===== src/rtl/instruction_fetch_pkg.sv =====
// Shared types and constants for the instruction fetch unit (package fetch_pkg).
package fetch_pkg;

  localparam int XLEN        = 32;
  localparam int INSTR_BYTES = 4;

  localparam logic [XLEN-1:0] DEFAULT_RESET_PC = 32'h0000_0000;

  typedef struct packed {
    logic [XLEN-1:0] pc;
    logic [XLEN-1:0] instr;
  } fetch_entry_t;

endpackage


===== src/rtl/instruction_fetch_if.sv =====
// Bundle of the instruction-memory port, the decode handshake and the branch redirect.
interface instruction_fetch_if;
  import fetch_pkg::*;

  logic            imem_en;
  logic [XLEN-1:0] imem_addr;
  logic [XLEN-1:0] imem_rdata;
  logic            if_valid;
  logic            if_ready;
  logic [XLEN-1:0] if_instr;
  logic [XLEN-1:0] if_pc;
  logic            br_taken;
  logic [XLEN-1:0] br_target;

  modport master (
    output imem_en, imem_addr, if_valid, if_instr, if_pc,
    input  imem_rdata, if_ready, br_taken, br_target
  );

  modport slave (
    input  imem_en, imem_addr, if_valid, if_instr, if_pc,
    output imem_rdata, if_ready, br_taken, br_target
  );

endinterface


===== src/rtl/instruction_fetch_fifo.sv =====
// Synchronous prefetch FIFO of PC-tagged instruction words; flush beats push/pop.
module fetch_fifo
  import fetch_pkg::*;
#(
  parameter  int DEPTH = 2,
  localparam int CW    = $clog2(DEPTH + 1)
) (
  input  logic          clk,
  input  logic          rst,
  input  logic          push_i,
  input  fetch_entry_t  pushEntry_i,
  input  logic          pop_i,
  input  logic          flush_i,
  output logic [CW-1:0] count_o,
  output logic          empty_o,
  output logic          full_o,
  output fetch_entry_t  head_o
);

  localparam int PW = (DEPTH > 1) ? $clog2(DEPTH) : 1;

  fetch_entry_t  mem_q [DEPTH];
  logic [PW-1:0] rdPtr_q, rdPtr_d;
  logic [PW-1:0] wrPtr_q, wrPtr_d;
  logic [CW-1:0] count_q, count_d;
  logic          doPush, doPop;

  // Pointers wrap explicitly so DEPTH need not be a power of two.
  function automatic logic [PW-1:0] nextPtr(input logic [PW-1:0] p);
    return (p == PW'(DEPTH - 1)) ? '0 : p + PW'(1);
  endfunction

  assign empty_o = (count_q == '0);
  assign full_o  = (count_q == CW'(DEPTH));
  assign count_o = count_q;
  assign head_o  = mem_q[rdPtr_q];

  assign doPop  = pop_i && !empty_o;
  assign doPush = push_i && (!full_o || doPop);

  always_comb begin
    rdPtr_d = rdPtr_q;
    wrPtr_d = wrPtr_q;
    count_d = count_q;
    if (flush_i) begin
      rdPtr_d = '0;
      wrPtr_d = '0;
      count_d = '0;
    end else begin
      if (doPush) wrPtr_d = nextPtr(wrPtr_q);
      if (doPop)  rdPtr_d = nextPtr(rdPtr_q);
      count_d = count_q + CW'(doPush) - CW'(doPop);
    end
  end

  always_ff @(posedge clk) begin
    if (rst) begin
      rdPtr_q <= '0;
      wrPtr_q <= '0;
      count_q <= '0;
    end else begin
      rdPtr_q <= rdPtr_d;
      wrPtr_q <= wrPtr_d;
      count_q <= count_d;
    end
  end

  always_ff @(posedge clk) begin
    if (!rst && !flush_i && doPush) mem_q[wrPtr_q] <= pushEntry_i;
  end

endmodule


===== src/rtl/instruction_fetch.sv =====
// Instruction fetch: owns the PC, issues reads to a 1-cycle memory, queues results for decode.
// Optional macro IF_BYPASS_EN forwards a response straight to decode when the FIFO is empty.
module instruction_fetch
  import fetch_pkg::*;
#(
  parameter logic [XLEN-1:0] RESET_PC = DEFAULT_RESET_PC,
  parameter int              DEPTH    = 2
) (
  input  logic                clk,
  input  logic                rst,
  instruction_fetch_if.master bus
);

  localparam int CW = $clog2(DEPTH + 1);

  logic [XLEN-1:0] pc_q, pc_d;
  logic [XLEN-1:0] req_pc_q, req_pc_d;
  logic            inflight_q, inflight_d;
  logic            holdoff_q;
  fetch_entry_t    hold_q, hold_d;

  logic [CW-1:0]   fifoCount;
  logic            fifoEmpty, fifoFull;
  fetch_entry_t    fifoHead, respEntry, outEntry;
  logic            respValid, bypassTake, ifValid;
  logic            pop, fifoPop, push, issue;
  logic [CW:0]     occupancy;

  assign respValid       = inflight_q && !bus.br_taken;
  assign respEntry.pc    = req_pc_q;
  assign respEntry.instr = bus.imem_rdata;

  // Head selection; with the FIFO empty the last presented entry is held.
  always_comb begin
    outEntry   = hold_q;
    ifValid    = 1'b0;
    bypassTake = 1'b0;
    if (rst) begin
      outEntry = '0;
    end else if (!fifoEmpty) begin
      outEntry = fifoHead;
      ifValid  = 1'b1;
    end
`ifdef IF_BYPASS_EN
    else if (respValid) begin
      outEntry   = respEntry;
      ifValid    = 1'b1;
      bypassTake = bus.if_ready;
    end
`endif
  end

  assign hold_d       = outEntry;
  assign bus.if_valid = ifValid;
  assign bus.if_pc    = outEntry.pc;
  assign bus.if_instr = outEntry.instr;

  assign pop     = ifValid && bus.if_ready;
  assign fifoPop = !fifoEmpty && bus.if_ready;
  assign push    = respValid && !bypassTake;

  // Credit check: queued plus in-flight entries, less the one leaving now, must leave room.
  assign occupancy = {1'b0, fifoCount} + (CW+1)'(inflight_q) - (CW+1)'(pop);
  assign issue     = !rst && !holdoff_q && !bus.br_taken && (occupancy < (CW+1)'(DEPTH));

  assign bus.imem_en   = issue;
  assign bus.imem_addr = rst ? RESET_PC : pc_q;

  always_comb begin
    pc_d       = pc_q;
    req_pc_d   = req_pc_q;
    inflight_d = issue;
    if (bus.br_taken) begin
      pc_d = bus.br_target & ~XLEN'(INSTR_BYTES - 1);
    end else if (issue) begin
      pc_d     = pc_q + XLEN'(INSTR_BYTES);
      req_pc_d = pc_q;
    end
  end

  always_ff @(posedge clk) begin
    if (rst) begin
      pc_q       <= RESET_PC;
      req_pc_q   <= '0;
      inflight_q <= 1'b0;
      holdoff_q  <= 1'b1;
      hold_q     <= '0;
    end else begin
      pc_q       <= pc_d;
      req_pc_q   <= req_pc_d;
      inflight_q <= inflight_d;
      holdoff_q  <= 1'b0;
      hold_q     <= hold_d;
    end
  end

  fetch_fifo #(.DEPTH(DEPTH)) u_fifo (
    .clk        (clk),
    .rst        (rst),
    .push_i     (push),
    .pushEntry_i(respEntry),
    .pop_i      (fifoPop),
    .flush_i    (bus.br_taken),
    .count_o    (fifoCount),
    .empty_o    (fifoEmpty),
    .full_o     (fifoFull),
    .head_o     (fifoHead)
  );

  assert property (@(posedge clk) disable iff (rst) !(push && fifoFull));

endmodule

===== src/flat_wrapper.sv =====
// flat-port wrapper written by rule: the top's interface ports become plain ports
module instruction_fetch_flat import fetch_pkg::*;
#(
  parameter logic [XLEN-1:0] RESET_PC = DEFAULT_RESET_PC,
  parameter int              DEPTH    = 2
)
  (clk, rst, bus_imem_en, bus_imem_addr, bus_if_valid, bus_if_instr, bus_if_pc, bus_imem_rdata, bus_if_ready, bus_br_taken, bus_br_target);
  instruction_fetch_if bus_i ();
  input  logic clk;
  input  logic rst;
  output wire logic [$bits(bus_i.imem_en)-1:0] bus_imem_en;
  output wire logic [$bits(bus_i.imem_addr)-1:0] bus_imem_addr;
  output wire logic [$bits(bus_i.if_valid)-1:0] bus_if_valid;
  output wire logic [$bits(bus_i.if_instr)-1:0] bus_if_instr;
  output wire logic [$bits(bus_i.if_pc)-1:0] bus_if_pc;
  input wire logic [$bits(bus_i.imem_rdata)-1:0] bus_imem_rdata;
  input wire logic [$bits(bus_i.if_ready)-1:0] bus_if_ready;
  input wire logic [$bits(bus_i.br_taken)-1:0] bus_br_taken;
  input wire logic [$bits(bus_i.br_target)-1:0] bus_br_target;
  assign bus_imem_en = bus_i.imem_en;
  assign bus_imem_addr = bus_i.imem_addr;
  assign bus_if_valid = bus_i.if_valid;
  assign bus_if_instr = bus_i.if_instr;
  assign bus_if_pc = bus_i.if_pc;
  assign bus_i.imem_rdata = bus_imem_rdata;
  assign bus_i.if_ready = bus_if_ready;
  assign bus_i.br_taken = bus_br_taken;
  assign bus_i.br_target = bus_br_target;
  instruction_fetch #(.RESET_PC(RESET_PC), .DEPTH(DEPTH)) u_core (.clk(clk), .rst(rst), .bus(bus_i));
endmodule

===== config.mk =====
export PLATFORM = sky130hd
export DESIGN_NAME = instruction_fetch_flat
export DESIGN_NICKNAME = d
export VERILOG_FILES = /design/src/rtl/instruction_fetch_pkg.sv /design/src/rtl/instruction_fetch_if.sv /design/src/rtl/instruction_fetch_fifo.sv /design/src/rtl/instruction_fetch.sv /design/src/flat_wrapper.sv
export SDC_FILE = /design/constraint.sdc
export NUM_CORES = 1
export LEC_CHECK = 0
export CAP_MARGIN = 15
export CORE_ASPECT_RATIO = 1.4
export CORE_MARGIN = 4
export CORE_UTILIZATION = 43
export CTS_CLUSTER_DIAMETER = 30
export DETAILED_ROUTE_END_ITERATION = 12
export PLACE_DENSITY_LB_ADDON = 0.08
export SKIP_CTS_REPAIR_TIMING = 1
export SYNTH_ARGS = -nofsm -noshare
export SYNTH_HDL_FRONTEND = slang
export SYNTH_SLANG_ARGS = --single-unit

===== constraint.sdc =====
create_clock -name clk -period 8.55 [get_ports clk]
set_input_delay 1.71 -clock clk [delete_from_list [all_inputs] [get_ports clk]]
set_output_delay 1.71 -clock clk [all_outputs]
set_load 0.01 [all_outputs]

==> qor.yml <==
cts_tree: "done"
cp_top_family: "buffers and inverters"
cap_violations: 0
synth_top_family_by_area: "simple AND/OR/NAND/NOR gates"
max_slew_margin_pct: 34.5
initial_utilization_pct: 44.0
synth_top_area_cell: "edfxtp_1"
cts_htree_levels: 2
syn_area_mm2: 0.0100
coreArea_mm2: 0.0228
holdWs_ns: 0.437
numCtsBuffers: 40
gp_congestion: 0.792
crit_required_ns: 6.84
synth_xor_area_share_pct: 1.31
synth-adder-area-share_pct: 0.700
synth-edff-count: 124
ys_seq_area_share_pct: 63.4
rsz0062_at_grt: "false"
die_h_um: 189
drc: 0
arrival_ns: 4.49
io_buffers: 161
antenna_found_initial: 0
cp-startpoint: "bus_if_ready"
fin_crit_ns: 6.20
first_pass_iters: 4
path_clk_slew_ns: 0.05
avgViaCountPerCell: 5.14
tns_ns: 0
min_path_type: "reg2reg"
reg2reg_slack_ns: 4.82
netlist.area_leader.share_pct: 37.2
synth.distinct_cells: 53
yosys_warnings: 0
p_leak_nw: 4.46
cp_max_fo: 4
drt-total-wl_um: 22500
start_kind: "input pin"
grt_pass1_vias: 7086
synth_seq_cells: 255
max_freq_mhz: 161
drt_iter0_drc: 420
ys_async_sr_fraction_pct: 0
antennaDiodeCount: 0
final_core_utilization_pct: 57.7
worstMarginPinSlew_ns: 0.983
cts.sinks: 255
r2r_start: "u_core.u_fifo.count_o[1]$_SDFF_PP0_"
ir_drop_mv: 0.131
slowest_stage: "clkdlybuf4s50_1"
rows: 65
synth_area_leaders: "edfxtp_1 37%, dfxtp_1 26%, o21ai_0 6.8%, mux2i_1 6.4%, nand2_1 5.7%"
powerDensity_mw_per_mm2: 226
clk_latency_ns: 0.50
drtAntennaViolNets: 0
synth-simple-area-share_pct: 12.7
postSynthAreaPerCell_um2: 11.0
crit_top_cell: "clkdlybuf4s50_1"
die_w_um: 137
synthCells: 914
synthMuxAreaShare_pct: 6.40
ios: 166
wl_per_cell_um: 16.1
synth_compound_area_share_pct: 12.3
final-hold-violation-count: 0
crit_type: "in2out"
dieArea_mm2: 0.0258
cp_num_buf_inv: 3
min_from: "u_core.hold_q[2]$_SDFF_PP0_"
crit_chain: "clkdlybuf4s50_1 -> o21ai_0 -> nor2_1 -> ha_1 -> nand2b_1 -> fa_1 -> nor4b_4 -> nand2_2 -> inv_2 -> clkdlybuf4s50_1"
slew_violations: 0
syn2layout_area_growth_pct: 31.4
finClkSkew_ns: 0.0189
grt_max_degree: 126
cp-end-kind: "output port"
setup_viol: 0
grt-ovfl-total: 0
drive_gt1_share_pct: 8.14
nets: 1138
cpPeakStageDelay_ns: 0.53
vias: 7172
status: "finished clean"
synth_ff_type: "dfxtp_1"
dp_hpwl_um: 13500
cts_max_path_buffers: 3
root_buffer: "clkbuf_16"
finalCritPeriodShare_pct: 72.5
grt_pass1_wl_um: 36200
grt_usage_pct: 17.4
placed cells by master (no fill, tap or decap), types with 2 or more instances in the layout:
master,synthesis,final
clkdlybuf4s50_1,0,160
nand2_1,152,151
o21ai_0,137,137
dfxtp_1,131,130
edfxtp_1,124,124
mux2i_1,64,64
a21oi_1,44,44
clkbuf_16,0,41
nor2_1,27,27
nor2b_1,23,23
nand3_1,18,18
a31oi_1,15,15
inv_1,13,13
buf_4,2,11
nand4_1,9,9
nor3_1,11,9
and2_1,8,8
o22ai_1,8,8
xor2_1,8,8
xnor2_1,7,7
clkinv_2,0,6
clkinv_1,0,5
clkinvlp_4,0,5
ha_1,4,4
inv_6,0,4
clkbuf_1,47,4
o31a_1,3,3
and3_1,3,3
or3_1,3,3
o311ai_0,3,3
or4_1,3,3
a221oi_1,3,3
a22oi_1,3,3
bufinv_16,0,3
nor3_2,0,2
o211ai_1,2,2
nor4b_1,2,2
conb_1,1,2
flip-flops by register name, indices dropped and copies added, names as in the netlist, named ones only:
register               count
u_core.u_fifo.rdPtr_q      1
u_core.u_fifo.count_o      2
u_core.u_fifo.wrPtr_q      1
u_core.req_pc_q           30
u_core.u_fifo.mem_q      124
u_core.inflight_q          1
u_core.holdoff_q           1
u_core.pc_q               30
u_core.hold_q             64
cell type report:
class                           count  area [um2]
Fill cell                        2005        9620
Inverter                           14        52.6
Sequential cell                   255        6350
Clock inverter                     26         248
Clock buffer                       45        1040
Multi-Input combinational cell    582        3370
Tap cell                          301         377
Timing Repair Buffer              172        1710
power breakdown:
part           internal, W  switching, W
registers          0.00130     0.0000194
clock network     0.000973      0.000548
logic            0.0000664     0.0000677
synth_stat cells (all sizes together), types with 3 or more instances:
cell type and count:
buf 17, a21oi 44, dfxtp 131, mux2i 64, o21ai 137, nand2 152
edfxtp 124, inv 14, or4 3, a31oi 15, and3 4, xnor2 7
nand4 10, o311ai 3, nor4b 3, nor2b 23, o22ai 8, a22oi 3
or3 3, clkbuf 47, and2 8, a221oi 3, xor2 8, o31a 4
ha 4, nor3 11, nand3 19, nor2 27
cell families (layout without fill, tap and decap cells):
family,after synthesis,in the layout
and+or+nand+nor,271,271
DFF,255,255
AOI/OAI and AO/OA,225,225
buffers and inverters,78,257
muxes,64,64
xor gates and xnor gates,15,15
adders and majority gates,5,5
other,1,2
path summary, 6_finish.rpt:
path / endpoint / cells after the start
min: u_core.hold_q[2]$_SDFF_PP0_ / 2
min reg2reg: u_core.hold_q[2]$_SDFF_PP0_ / 2
max reg2reg: u_core.pc_q[25]$_SDFFE_PP0P_ / 12
max: bus_imem_en / 10
through the flow:
step,instances,setup WS (ns),instance area [um2],power [W]
5_1_grt,1395,2.16,13200,0.00308
3_3_place_gp,1323,2.36,11800,0.00147
4_1_cts,1394,2.30,13100,0.00301
2_1_floorplan,915,1.31,10000,0.00140
6_report,1395,2.35,13200,0.00297
3_5_place_dp,1323,2.32,11800,0.00148
metal layers:
metal  vias to the layer above  global-route usage, %  wire length (um)
met3                        42                   3.63              1240
met4                         0                   5.84               574
met5                         -                      0                 0
met1                      3358                   21.4              9540
li1                       3577                      -                 -
met2                       195                   30.1             11100
tightest hold or removal path, cell delays in order, from the launching register on:
cell and delay, ns:
dfxtp_1 0.30, nand2_1 0.05, o21ai_0 0.06
Note: power is estimated with default switching activity, not from simulation.
